File: src/rtl/bcd_stopwatch.sv
// MM:SS BCD stopwatch advanced by rising edges of a slow clock synchronous to cin.
// Optional lap-freeze display is enabled with `define STOPWATCH_LAP_EN.
module bcd_stopwatch #(
   parameter int TICKS_PER_STEP = 1,
   parameter int MAX_MINUTES    = 59
) (
   input  logic       cin,
   input  logic       rst_n,
   input  logic       slow_clk,
   input  logic       start_btn,
   input  logic       clear_btn,
`ifdef STOPWATCH_LAP_EN
   input  logic       lap_btn,
   output logic       lap_active,
`endif
   output logic [3:0] sec_ones,
   output logic [3:0] sec_tens,
   output logic [3:0] min_ones,
   output logic [3:0] min_tens,
   output logic       running,
   output logic       wrap
);

   localparam logic [7:0] PRESC_LAST = 8'(TICKS_PER_STEP - 1);
   localparam logic [3:0] MAX_MT     = 4'(MAX_MINUTES / 10);
   localparam logic [3:0] MAX_MO     = 4'(MAX_MINUTES % 10);

`ifdef STOPWATCH_LAP_EN
   localparam int NIN = 4;
   logic [NIN-1:0] in_raw;
   assign in_raw = {lap_btn, clear_btn, start_btn, slow_clk};
`else
   localparam int NIN = 3;
   logic [NIN-1:0] in_raw;
   assign in_raw = {clear_btn, start_btn, slow_clk};
`endif

   typedef enum logic [1:0] {IDLE, RUN, PAUSE} state_t;

   state_t         state;
   logic [NIN-1:0] in_s, in_s_d, rise;
   logic [7:0]     presc;
   logic [3:0]     cnt_so, cnt_st, cnt_mo, cnt_mt;
   logic [3:0]     nxt_so, nxt_st, nxt_mo, nxt_mt;
   logic           nxt_wrap;
   logic           slow_rise, start_rise, clear_rise;
   logic           count_en, step, do_clear;

   // History resets high so an input already high at reset release is not an edge.
   always_ff @(posedge cin or negedge rst_n) begin
      if (!rst_n) begin
         in_s   <= '1;
         in_s_d <= '1;
      end else begin
         in_s   <= in_raw;
         in_s_d <= in_s;
      end
   end

   assign rise       = in_s & ~in_s_d;
   assign slow_rise  = rise[0];
   assign start_rise = rise[1];
   assign clear_rise = rise[2];

   // Counting and clearing are decided from the pre-transition state.
   assign count_en = (state == RUN) && slow_rise;
   assign step     = count_en && (presc == PRESC_LAST);
   assign do_clear = clear_rise && (state != RUN);

   always_comb begin
      nxt_so   = cnt_so;
      nxt_st   = cnt_st;
      nxt_mo   = cnt_mo;
      nxt_mt   = cnt_mt;
      nxt_wrap = 1'b0;
      if (step) begin
         if (cnt_so != 4'd9) begin
            nxt_so = cnt_so + 4'd1;
         end else begin
            nxt_so = 4'd0;
            if (cnt_st != 4'd5) begin
               nxt_st = cnt_st + 4'd1;
            end else begin
               nxt_st = 4'd0;
               if (cnt_mt == MAX_MT && cnt_mo == MAX_MO) begin
                  nxt_mo   = 4'd0;
                  nxt_mt   = 4'd0;
                  nxt_wrap = 1'b1;
               end else if (cnt_mo != 4'd9) begin
                  nxt_mo = cnt_mo + 4'd1;
               end else begin
                  nxt_mo = 4'd0;
                  nxt_mt = cnt_mt + 4'd1;
               end
            end
         end
      end
   end

   always_ff @(posedge cin or negedge rst_n) begin
      if (!rst_n) begin
         state   <= IDLE;
         running <= 1'b0;
         wrap    <= 1'b0;
         presc   <= 8'd0;
         cnt_so  <= 4'd0;
         cnt_st  <= 4'd0;
         cnt_mo  <= 4'd0;
         cnt_mt  <= 4'd0;
      end else begin
         wrap <= nxt_wrap;
         unique case (state)
            IDLE: begin
               if (!clear_rise && start_rise) begin
                  state   <= RUN;
                  running <= 1'b1;
               end
            end
            RUN: begin
               if (start_rise) begin
                  state   <= PAUSE;
                  running <= 1'b0;
               end
            end
            PAUSE: begin
               if (clear_rise) begin
                  state <= IDLE;
               end else if (start_rise) begin
                  state   <= RUN;
                  running <= 1'b1;
               end
            end
            default: begin
               state   <= IDLE;
               running <= 1'b0;
            end
         endcase
         if (do_clear) begin
            presc  <= 8'd0;
            cnt_so <= 4'd0;
            cnt_st <= 4'd0;
            cnt_mo <= 4'd0;
            cnt_mt <= 4'd0;
         end else if (count_en) begin
            presc  <= step ? 8'd0 : presc + 8'd1;
            cnt_so <= nxt_so;
            cnt_st <= nxt_st;
            cnt_mo <= nxt_mo;
            cnt_mt <= nxt_mt;
         end
      end
   end

`ifdef STOPWATCH_LAP_EN
   logic [3:0] lap_so, lap_st, lap_mo, lap_mt;

   // Freeze snapshot; the live count keeps running underneath.
   always_ff @(posedge cin or negedge rst_n) begin
      if (!rst_n) begin
         lap_active <= 1'b0;
         lap_so     <= 4'd0;
         lap_st     <= 4'd0;
         lap_mo     <= 4'd0;
         lap_mt     <= 4'd0;
      end else if (clear_rise && state == PAUSE) begin
         lap_active <= 1'b0;
      end else if (rise[3]) begin
         if (lap_active) begin
            lap_active <= 1'b0;
         end else if (state == RUN) begin
            lap_active <= 1'b1;
            lap_so     <= cnt_so;
            lap_st     <= cnt_st;
            lap_mo     <= cnt_mo;
            lap_mt     <= cnt_mt;
         end
      end
   end

   assign sec_ones = lap_active ? lap_so : cnt_so;
   assign sec_tens = lap_active ? lap_st : cnt_st;
   assign min_ones = lap_active ? lap_mo : cnt_mo;
   assign min_tens = lap_active ? lap_mt : cnt_mt;
`else
   assign sec_ones = cnt_so;
   assign sec_tens = cnt_st;
   assign min_ones = cnt_mo;
   assign min_tens = cnt_mt;
`endif

endmodule
File: config.mk
export PLATFORM = sky130hd
export DESIGN_NAME = bcd_stopwatch
export DESIGN_NICKNAME = d
export VERILOG_FILES = /design/src/rtl/bcd_stopwatch.sv
export SDC_FILE = /design/constraint.sdc
export NUM_CORES = 1
export LEC_CHECK = 0
export ABC_AREA = 1
export BUFFER_PORTS_ARGS = -buffer_cell sky130_fd_sc_hd__buf_2
export CORE_ASPECT_RATIO = 1.1
export CORE_MARGIN = 2
export CORE_UTILIZATION = 45
export DETAILED_ROUTE_END_ITERATION = 7
export PLACE_DENSITY_LB_ADDON = 0.15
export SETUP_SLACK_MARGIN = 0.3
export SYNTH_ARGS = -nofsm -noshare
export SYNTH_HDL_FRONTEND = slang
export SYNTH_SLANG_ARGS = --single-unit
File: constraint.sdc
create_clock -name cin -period 3.85 [get_ports cin]
set_clock_uncertainty 0.1 [all_clocks]
set_input_delay 0.1925 -clock cin [delete_from_list [all_inputs] [get_ports cin]]
set_output_delay 0.1925 -clock cin [all_outputs]
set_load 0.05 [all_outputs]
==> results.cfg, run 1 <==
[synth]
yosysWarningCount = 0
ys_ff_latch = 34
synth-compound-area-share_pct = 7.65
synth_seq_area_share_pct = 45.3
yosysTopAreaCellShare_pct = 36.9
synth-simple-area-share_pct = 30.1
synthTopCellsByArea = dfrtp_1 37%, nand2_1 8.9%, dfstp_2 8.3%
synth_top_family_by_area = simple AND/OR/NAND/NOR gates
synthAdderAreaFrac_pct = 6.60
postSynthAreaPerCell_um2 = 8.43
syn-cell-area_mm2 = 0.00190
synth_cell_types = 29
syn_inst = 225
synth_xor_area_share_pct = 2.31
yosysTopAreaCell = dfrtp_1
synth.area.mux_share_pct = 0
synthesis.nets = 240

[cts]
path_clk_slew_ps = 80
insertion_delay_ps = 290
cts_root_buffer = clkbuf_8
cts_sinks = 34
cts_max_level = 2
numCtsBuffers = 5
cts_buffer_depth = 2
cts_tree = done

[drt]
vias = 1516
drtPass1Iterations = 4
drt-total-wl_um = 3400
viasPerCell = 4.91
drt_drc_violations_left = 0
ant_nets = 0
drt_iter0_markers = 46
wire_per_inst_um = 11.0

[critical_path]
path_max_fanout = 14
start_kind = register
cp.required_ps = 3930
crit_arrival_ps = 1700
critPathKind = reg2reg
critPathCaptureType = register

[floorplanning]
io-pin-count = 23
start_util_pct = 47.5
die_h_um = 72.1
core_mm2 = 0.00399
die_area_mm2 = 0.00475
die_w_um = 65.9
rows = 24

[final_layout]
finalNetCount = 271
fin_area_mm2 = 0.00223
antenna_cells_inserted = 0
seq_area_um2 = 858
n_fill_cell = 376
final_util_pct = 55.9
drive_above_1_share_pct = 21.0
multi_input_area_um2 = 885
areaGrowthSynthToFinish_pct = 17.6

[grt]
first_global_vias = 1400
grt_util_all_layers_pct = 17.1
gr-total-overflow = 0
grt_max_degree = 35
grt_pass1_wl_um = 6150
antenna_found_initial = 0

[sta]
fin_crit_sh_pct = 42.2
fin_tns_setup_ps = 0
layout_min_cycle_time_ps = 1620
rsz0062_at_grt = no
setup_viol = 0
fmax_ghz = 0.616
relSlewSlack_pct = 49.9
finalMaxSlewViolations = 0
worst_pin_slew_ps = 751
hold_viol = 0

[pwr]
ir_drop_uv = 366
p_leak_uw = 0.00119
power.density_mw_per_mm2 = 645

[worst_hold_path]
hold_path.class = reg2reg

[place]
gp_congestion = 0.775
port_buffers = 22
dpl-instance-area_mm2 = 0.00205
dpl.hpwl_um = 2420

[run]
drv_cap = 0

[status]
status = finished clean
-- routing by layer --
layer / routed length [um] / vias to the layer above / track usage (%)
met4: 67 / 0 / 7.64
met1: 1600 / 687 / 22.9
met5: 0 / - / 0
met2: 1580 / 30 / 25.7
met3: 144 / 7 / 5.12
li1: - / 792 / -
-- cells by family (layout without fill, tap and decap cells) --
family                   Yosys count  count (layout)
AND/OR/NAND/NOR                  112             112
buffers and inverters             38              70
flip-flops                        34              34
AO/OA/AOI/OAI                     26              26
adder cells (fa/ha/maj)           10              10
XOR/XNOR                           5               5
-- power breakdown --
group / internal (uW) / switching, uW / leakage (uW)
sequential: 427 / 85.6 / 0.000439
clock: 259 / 139 / 0.0000683
combinational: 153 / 376 / 0.000683
total: 839 / 600 / 0.00119
-- cells in the final DEF, fill, tap and decap left out, drive strengths merged --
master        n
a21oi         4
o22ai         1
clkinv        1
buf          22
clkbuf        5
nor2         23
xnor2         2
dfrtp        28
dfstp         6
o21ai        20
dlygate4sd3   4
nor3          2
o21bai        1
inv          36
xor2          3
or2           3
ha           10
and3          1
nand3        14
nor4          1
nand2        54
nand4        14
bufinv        2
-- through the flow --
| step | cells | hold slack, ps | total power, uW | setup slack (ps) |
|---|---|---|---|---|
| 2_1_floorplan | 225 | -203 | 945 | 2030 |
| 5_1_grt | 309 | 275 | 1540 | 2070 |
| 6_report | 309 | 266 | 1440 | 2230 |
| 4_1_cts | 309 | 269 | 1460 | 2210 |
| 3_3_place_gp | 297 | 198 | 1040 | 2260 |
| 3_5_place_dp | 297 | 199 | 1050 | 2220 |
-- final timing paths --
| path | from | to | slack (ps) | depth (start not counted) |
|---|---|---|---|---|
| setup / recovery | presc[0] | min_tens[0] | 2230 | 9 |
| hold / removal | in_s[1] | in_s_d[1] | 270 | 0 |
| hold reg to reg | in_s[1] | in_s_d[1] | 270 | 0 |
| setup reg to reg | presc[0] | min_tens[0] | 2230 | 9 |
| max in group asynchronous | rst_n | min_ones[1] | 2770 | 2 |
| min in group asynchronous | rst_n | state[0] | 400 | 2 |
-- timing repair --
item                      4_1_cts  5_1_grt
hold endpoints to repair       31        0
buffers inserted                0        0
hold buffers                    4        0
gates resized for setup         0        0
-- worst max-delay path, stage by stage, from the launching register on --
cell and delay (ps):
dfrtp_1 420, inv_1 110, ha_1 150, nand2_1 60, nor2_2 140, nand2_4 90
nand2_4 150, nand3_1 160, nand2_1 90, nand2_1 50
-- registers in the layout (all words and copies together), names as in the netlist --
name and cells:
min_tens 4, sec_ones 4, in_s 3, wrap 1, running 1, in_s_d 3, presc 8, min_ones 4
state 2, sec_tens 4
-- area by class of cell --
class | count | area share (%)
multi-input cells | 153 | 39.7
flip-flops and latches | 34 | 38.5
repair buffers | 26 | 6.73
inverters | 36 | 6.06
clock buffers | 5 | 3.08
clock inverters | 3 | 3.08
well taps | 52 | 2.92
-- cell usage after synthesis (all sizes together) --
| library cell | instances |
|---|---|
| o22ai | 1 |
| dfrtp | 28 |
| a21oi | 4 |
| or2 | 3 |
| and3 | 1 |
| ha | 10 |
| nand2 | 54 |
| buf | 2 |
| xnor2 | 2 |
| xor2 | 3 |
| nor4 | 1 |
| inv | 36 |
| o21ai | 20 |
| nor3 | 2 |
| o21bai | 1 |
| nand4 | 14 |
| nor2 | 23 |
| dfstp | 6 |
| nand3 | 14 |
Note: power is estimated with default switching activity, not from simulation.
==> run 2, diff against run 1 <==
--- a/config.mk
+++ b/config.mk
@@ -5,7 +5,7 @@
 export SDC_FILE = /design/constraint.sdc
 export NUM_CORES = 1
 export LEC_CHECK = 0
-export ABC_AREA = 1
+export ABC_AREA = 0
 export BUFFER_PORTS_ARGS = -buffer_cell sky130_fd_sc_hd__buf_2
 export CORE_ASPECT_RATIO = 1.1
 export CORE_MARGIN = 2
==> constraint.sdc (replaced) <==
create_clock -name cin -period 1.4 [get_ports cin]
set_clock_uncertainty 0.1 [all_clocks]
set_input_delay 0.07 -clock cin [delete_from_list [all_inputs] [get_ports cin]]
set_output_delay 0.07 -clock cin [all_outputs]
set_load 0.05 [all_outputs]
==> run 2 against run 1 <==
First-iteration DRC count grew to 3.2 times the previous value. The run now ends with setup timing left. Sequential power is 110% higher. Fmax fell by 24%. Clock-buffer cell count increased by 2. Final area rose by 36%. Global-route usage up 8.0 points. Combinational power rose by 5.5%. Worst setup slack got worse by 3000 ps. Clock power up 120%.
==> results.cfg, run 2 <==
[final_layout]
drive_above_1_share_pct = 55.2
areaGrowthSynthToFinish_pct = 71.1
multi_input_area_mm2 = 0.00109
finalNetCount = 273
largest_reg_flops = 8
final_cell_mix = 28 x buf_4, 24 x buf_6, 22 x dfrtp_1
largest-register = presc
seq_area_um2 = 866
final_common_cell = buf_4
fin_area_mm2 = 0.00303
n_fill_cell = 203
antenna_cells_inserted = 0
final_util_pct = 81.5

[worst_hold_path]
hold_path.class = in2async

[synth]
ys_ff_latch = 34
synthTopCellsByArea = dfrtp_1 40%, dfstp_2 8.9%, ha_1 7.1%
yosysWarningCount = 0
ys_top_cells_by_count = 28 x dfrtp_1, 18 x nand2_1, 15 x a21oi_1, 12 x o21ai_0, 10 x ha_1
synth_ff_type = dfrtp_1
synthMostInstantiatedCell = dfrtp_1
syn_inst = 176
syn-cell-area_mm2 = 0.00177
postSynthAreaPerCell_um2 = 10.1
synth_edf_count = 0
yosysTopAreaCellShare_pct = 39.6
yosysTopAreaCell = dfrtp_1
async_reset_ff_share_pct = 100
synth_cell_types = 40
synth_seq_area_share_pct = 48.5
synthesis.nets = 191

[grt]
grt_max_degree = 20
grt_util_all_layers_pct = 25.1
first_global_vias = 1784
gr-total-overflow = 0
grt_pass1_wl_um = 8720
antenna_found_initial = 0

[drt]
vias = 1775
wire_per_inst_um = 18.1
drt_drc_violations_left = 0
drt_iter0_markers = 145
drt-total-wl_um = 5590
drtPass1Iterations = 4
viasPerCell = 5.74
ant_nets = 0

[sta]
hold_ws_ps = 137
setup_viol = 25
finalMaxSlewViolations = 0
hold_viol = 0
fmax_ghz = 0.469
fin_crit_sh_pct = 152
rsz0062_at_grt = yes
relSlewSlack_pct = 73.0
setup_slack_ps = -730
worst_pin_slew_ps = 404
layout_min_cycle_time_ps = 2130
fin_tns_setup_ps = -11670

[critical_path]
ff2ff_setup_slack_ps = -730
crit_arrival_ps = 2250
crit_path_start = presc[0]
critPathKind = reg2reg
critPathCaptureType = register
endpoint = min_ones[2]
r2r_cells = 7
reg2reg_to = min_ones[2]
path_max_fanout = 5
cp.required_ps = 1520
r2r-start = presc[0]
start_kind = register

[floorplanning]
io-pin-count = 23
start_util_pct = 47.7
die_w_um = 63.8
die_area_mm2 = 0.00445
rows = 23
core_mm2 = 0.00371
die_h_um = 69.8

[cts]
numCtsBuffers = 5
cts_tree = done
cts_root_buffer = clkbuf_8
insertion_delay_ps = 290
path_clk_slew_ps = 80
cts_sinks = 34
cts_max_level = 2
cts_buffer_depth = 2

[run]
drv_cap = 0

[place]
dpl-instance-area_mm2 = 0.00232
place_ws_ps = -764
port_buffers = 22
dpl.hpwl_um = 3010
gp_congestion = 0.924

[status]
failed_checks = setup timing
status = finished, violations left

[pwr]
power.density_mw_per_mm2 = 832
p_leak_uw = 0.00136
ir_drop_uv = 719
## run 2: changes by cell type in the layout (fill, tap and decap cells not counted), sizes merged, moves of 9 or more
cell / previous run / this run
nand2: 54 / 18
inv: 36 / 7
a21oi: 4 / 15
buf: 22 / 75
nor2: 23 / 7
nand4: 14 / 5
## run 2: worst min path at each step
stage / cells past startpoint / end / start / slack (ps)
floorplan: 0 / min_ones[0] / rst_n / -330
global placement: 1 / presc[7] / rst_n / -90
detailed placement: 1 / presc[3] / rst_n / -80
CTS: 2 / presc[2] / rst_n / 140
global route: 2 / presc[2] / rst_n / 170
finish: 2 / presc[4] / rst_n / 140
## run 2: metrics by stage
step,power [uW],cells
2_1_floorplan,1310,176
3_3_place_gp,1470,289
3_5_place_dp,1480,289
4_1_cts,2460,306
5_1_grt,2620,309
6_report,2520,309
## run 2: timing repair
action,in CTS,in global routing
hold buffers,4,0
buffers inserted,3,3
pin swaps,14,15
resized for setup,86,40
gates cloned,2,0
setup endpoints to repair,44,44
hold endpoints to repair,33,0
## run 2: cell type report
type	count	share of cell area, %
multi-input combinational	129	36.2
clock buffer	7	2.52
timing repair buffer	81	28.8
inverter	7	0.868
sequential	34	28.6
clock inverter	1	0.992
tap	50	2.07
## run 2: kinds of logic (layout without fill, tap and decap cells)
logic type,count (synthesis),after routing,share of synthesized area (%)
AND/OR/NAND/NOR,78,78,26.7
AO/OA/AOI/OAI,36,36,11.7
flip-flops,34,34,48.5
buffers and inverters,13,96,3.39
adder cells (fa/ha/maj),10,10,7.07
XOR/XNOR,3,3,1.49
multiplexers,2,2,1.20
## run 2: critical path, cell delays in order (launching register included)
cell     delay [ps]
dfrtp_1         390
inv_2           100
ha_4            140
nor3b_4         240
nand4_4         190
buf_12          190
or4_4           530
a21oi_2         190
## run 2: per-layer routing
layer | part of all wire (%) | vias up | GRT usage (%)
met4 | 1.8 | 0 | 11.1
li1 | - | 809 | -
met1 | 40 | 899 | 29.7
met5 | 0 | - | 0
met2 | 55 | 56 | 43.9
met3 | 3.1 | 11 | 4.55
## run 2: report_power, final
part	internal, uW	switching [uW]
registers	1040	33.2
logic	257	301
clock network	533	357
==> run 3, diff against run 2 <==
--- a/config.mk
+++ b/config.mk
@@ -6,12 +6,11 @@
 export NUM_CORES = 1
 export LEC_CHECK = 0
 export ABC_AREA = 0
-export BUFFER_PORTS_ARGS = -buffer_cell sky130_fd_sc_hd__buf_2
 export CORE_ASPECT_RATIO = 1.1
 export CORE_MARGIN = 2
 export CORE_UTILIZATION = 45
 export DETAILED_ROUTE_END_ITERATION = 7
-export PLACE_DENSITY_LB_ADDON = 0.15
+export DONT_BUFFER_PORTS = 1
 export SETUP_SLACK_MARGIN = 0.3
 export SYNTH_ARGS = -nofsm -noshare
 export SYNTH_HDL_FRONTEND = slang
==> run 3 against run 2 <==
The flow still finishes with violations (setup timing). Global-route usage is 2.8 points lower. Flip-flop and latch count stayed put. Clock power is 13% lower. Fmax is 2.6% higher. Wire length is 10% lower. Via count is 3.8% lower. Total power is 6.0% lower. Critical endpoint is now min_tens[1]. Largest cell class unchanged.
==> results.cfg, run 3 (same netlist as run 2, synthesis figures left out) <==
[status]
status = finished, violations left
failed_checks = setup timing

[critical_path]
critPathCaptureType = register
crit_slowest_cell = dfstp_2
cp_cell_sequence = nor4bb_4 -> buf_4 -> nand4_4 -> buf_12 -> or4_4 -> a21oi_2
cp.buffers_inverters = 2
path_max_fanout = 7
cp_top_family = simple AND/OR/NAND/NOR gates
critPathKind = reg2reg
start_kind = register
crit_arrival_ps = 2200
cp.required_ps = 1520
crit_cells = 6
slowest_delay_ps = 540
r2r_cells = 6

[final_layout]
antenna_cells_inserted = 0
n_fill_cell = 230
finalNetCount = 264
final_util_pct = 75.9
drive_above_1_share_pct = 54.0
final_common_cell = buf_4
fin_area_mm2 = 0.00282
largest_reg_flops = 8
final_cell_mix = 50 x buf_4, 22 x dfrtp_1, 13 x nand2_1, 13 x buf_6, 10 x a21oi_2
areaGrowthSynthToFinish_pct = 59.3
largest-register = presc

[sta]
setup_slack_ps = -677
hold_viol = 0
rsz0062_at_grt = yes
worst_pin_slew_ps = 449
fin_crit_sh_pct = 148
relSlewSlack_pct = 70.1
finalMaxSlewViolations = 0
fmax_ghz = 0.482
layout_min_cycle_time_ps = 2080
setup_viol = 25

[drt]
ant_nets = 0
drt-total-wl_um = 5020
viasPerCell = 5.69
drt_iter0_markers = 117
drt_drc_violations_left = 0
drtPass1Iterations = 4
vias = 1707
wire_per_inst_um = 16.7

[grt]
grt_max_degree = 35
grtUsageMet2_pct = 40.9
grt_pass1_wl_um = 7870
gr-total-overflow = 0
grt.met3_usage_pct = 5.19
first_global_vias = 1733
antenna_found_initial = 0
met1_usage_pct = 24.7
busiest_layer = met2
grt_util_all_layers_pct = 22.4

[floorplanning]
start_util_pct = 47.7
core_mm2 = 0.00371
io-pin-count = 23
die_h_um = 69.8
die_w_um = 63.8
rows = 23
die_area_mm2 = 0.00445

[pwr]
ir_drop_uv = 900
power.density_mw_per_mm2 = 840
p_clk_share_pct = 32.8
p_leak_uw = 0.00128
combPwrFrac_pct = 21.8
power.internal_uw = 1650
p_sw_uw = 715
power_uw = 2370
seqPwrFrac_pct = 45.4
swShare_pct = 30.2

[place]
dpl.hpwl_um = 3100
gp_congestion = 0.871
port_buffers = 0
dpl-instance-area_mm2 = 0.00225

[run]
drv_cap = 0

[cts]
cts_tree = done
insertion_delay_ps = 300
cts_root_buffer = clkbuf_8
cts_max_level = 2
numCtsBuffers = 5
cts_sinks = 34
cts_buffer_depth = 2
path_clk_slew_ps = 80

[worst_hold_path]
hold_path.class = in2async
-- run 3: cell types whose count changed in the layout (fill, tap and decap cells not counted), moves of 2 or more --
cell and delta:
nand2_2 +3, buf_2 -5, o21ai_1 +2, buf_4 +22, clkbuf_1 -2, buf_8 -14, or4_1 +3, buf_6 -11
or4_4 -3, nand2_1 -2
-- run 3: path summary, 6_finish.rpt --
kind	startpoint	endpoint	slack, ps
setup / recovery	in_s[0]	min_tens[1]	-680
hold / removal	rst_n	sec_ones[2]	120
setup reg to reg	in_s[0]	min_tens[1]	-680
hold reg to reg	in_s[2]	in_s_d[2]	270
max in group asynchronous	rst_n	in_s_d[2]	830
min in group cin	slow_clk	in_s[0]	220
-- run 3: area by class of cell --
cell class	instances	area (um2)	share of cell area (%)
multi-input cells	129	1110	39.3
well taps	50	62.6	2.22
flip-flops and latches	34	866	30.7
clock inverters	2	12.5	0.444
repair buffers	72	662	23.5
clock buffers	6	82.6	2.93
inverters	7	26.3	0.933
-- run 3: timing repair --
action | 4_1_cts | 5_1_grt
hold endpoints to repair | 37 | 0
setup endpoints to repair | 28 | 31
pin swaps | 14 | 16
setup buffers | 7 | 5
cloned | 0 | 1
hold buffers | 5 | 0
resized for setup | 44 | 24
-- run 3: power groups by stage --
stage                     registers, uW  clock network [uW]  logic, uW
after floorplan                    1190                   0        120
after global placement             1080                   0        354
after detailed placement           1080                   0        366
after CTS                          1060                 781        452
after global routing               1080                 832        551
final                              1070                 776        516
-- run 3: per-layer routing --
metal,part of all wire (%),vias to the layer above
met5,0,-
met4,2.6,0
li1,-,792
met1,38,854
met2,55,47
met3,3.8,14
-- run 3: stage by stage --
step	cells	setup slack, ps	hold slack [ps]	TNS, ps
5_1_grt	300	-768	133	-15120
3_3_place_gp	274	-640	-325	-11040
6_report	300	-677	118	-13040
2_1_floorplan	176	-636	-326	-9330
4_1_cts	294	-624	133	-10700
3_5_place_dp	274	-739	-325	-11880
-- run 3: worst register-to-register path: cells and delay by family, from the launching register on --
family / cells / cell delay, ps
and+or+nand+nor: 3 / 870
DFF: 1 / 540
buffers and inverters: 2 / 360
AOI/OAI and AO/OA: 1 / 140
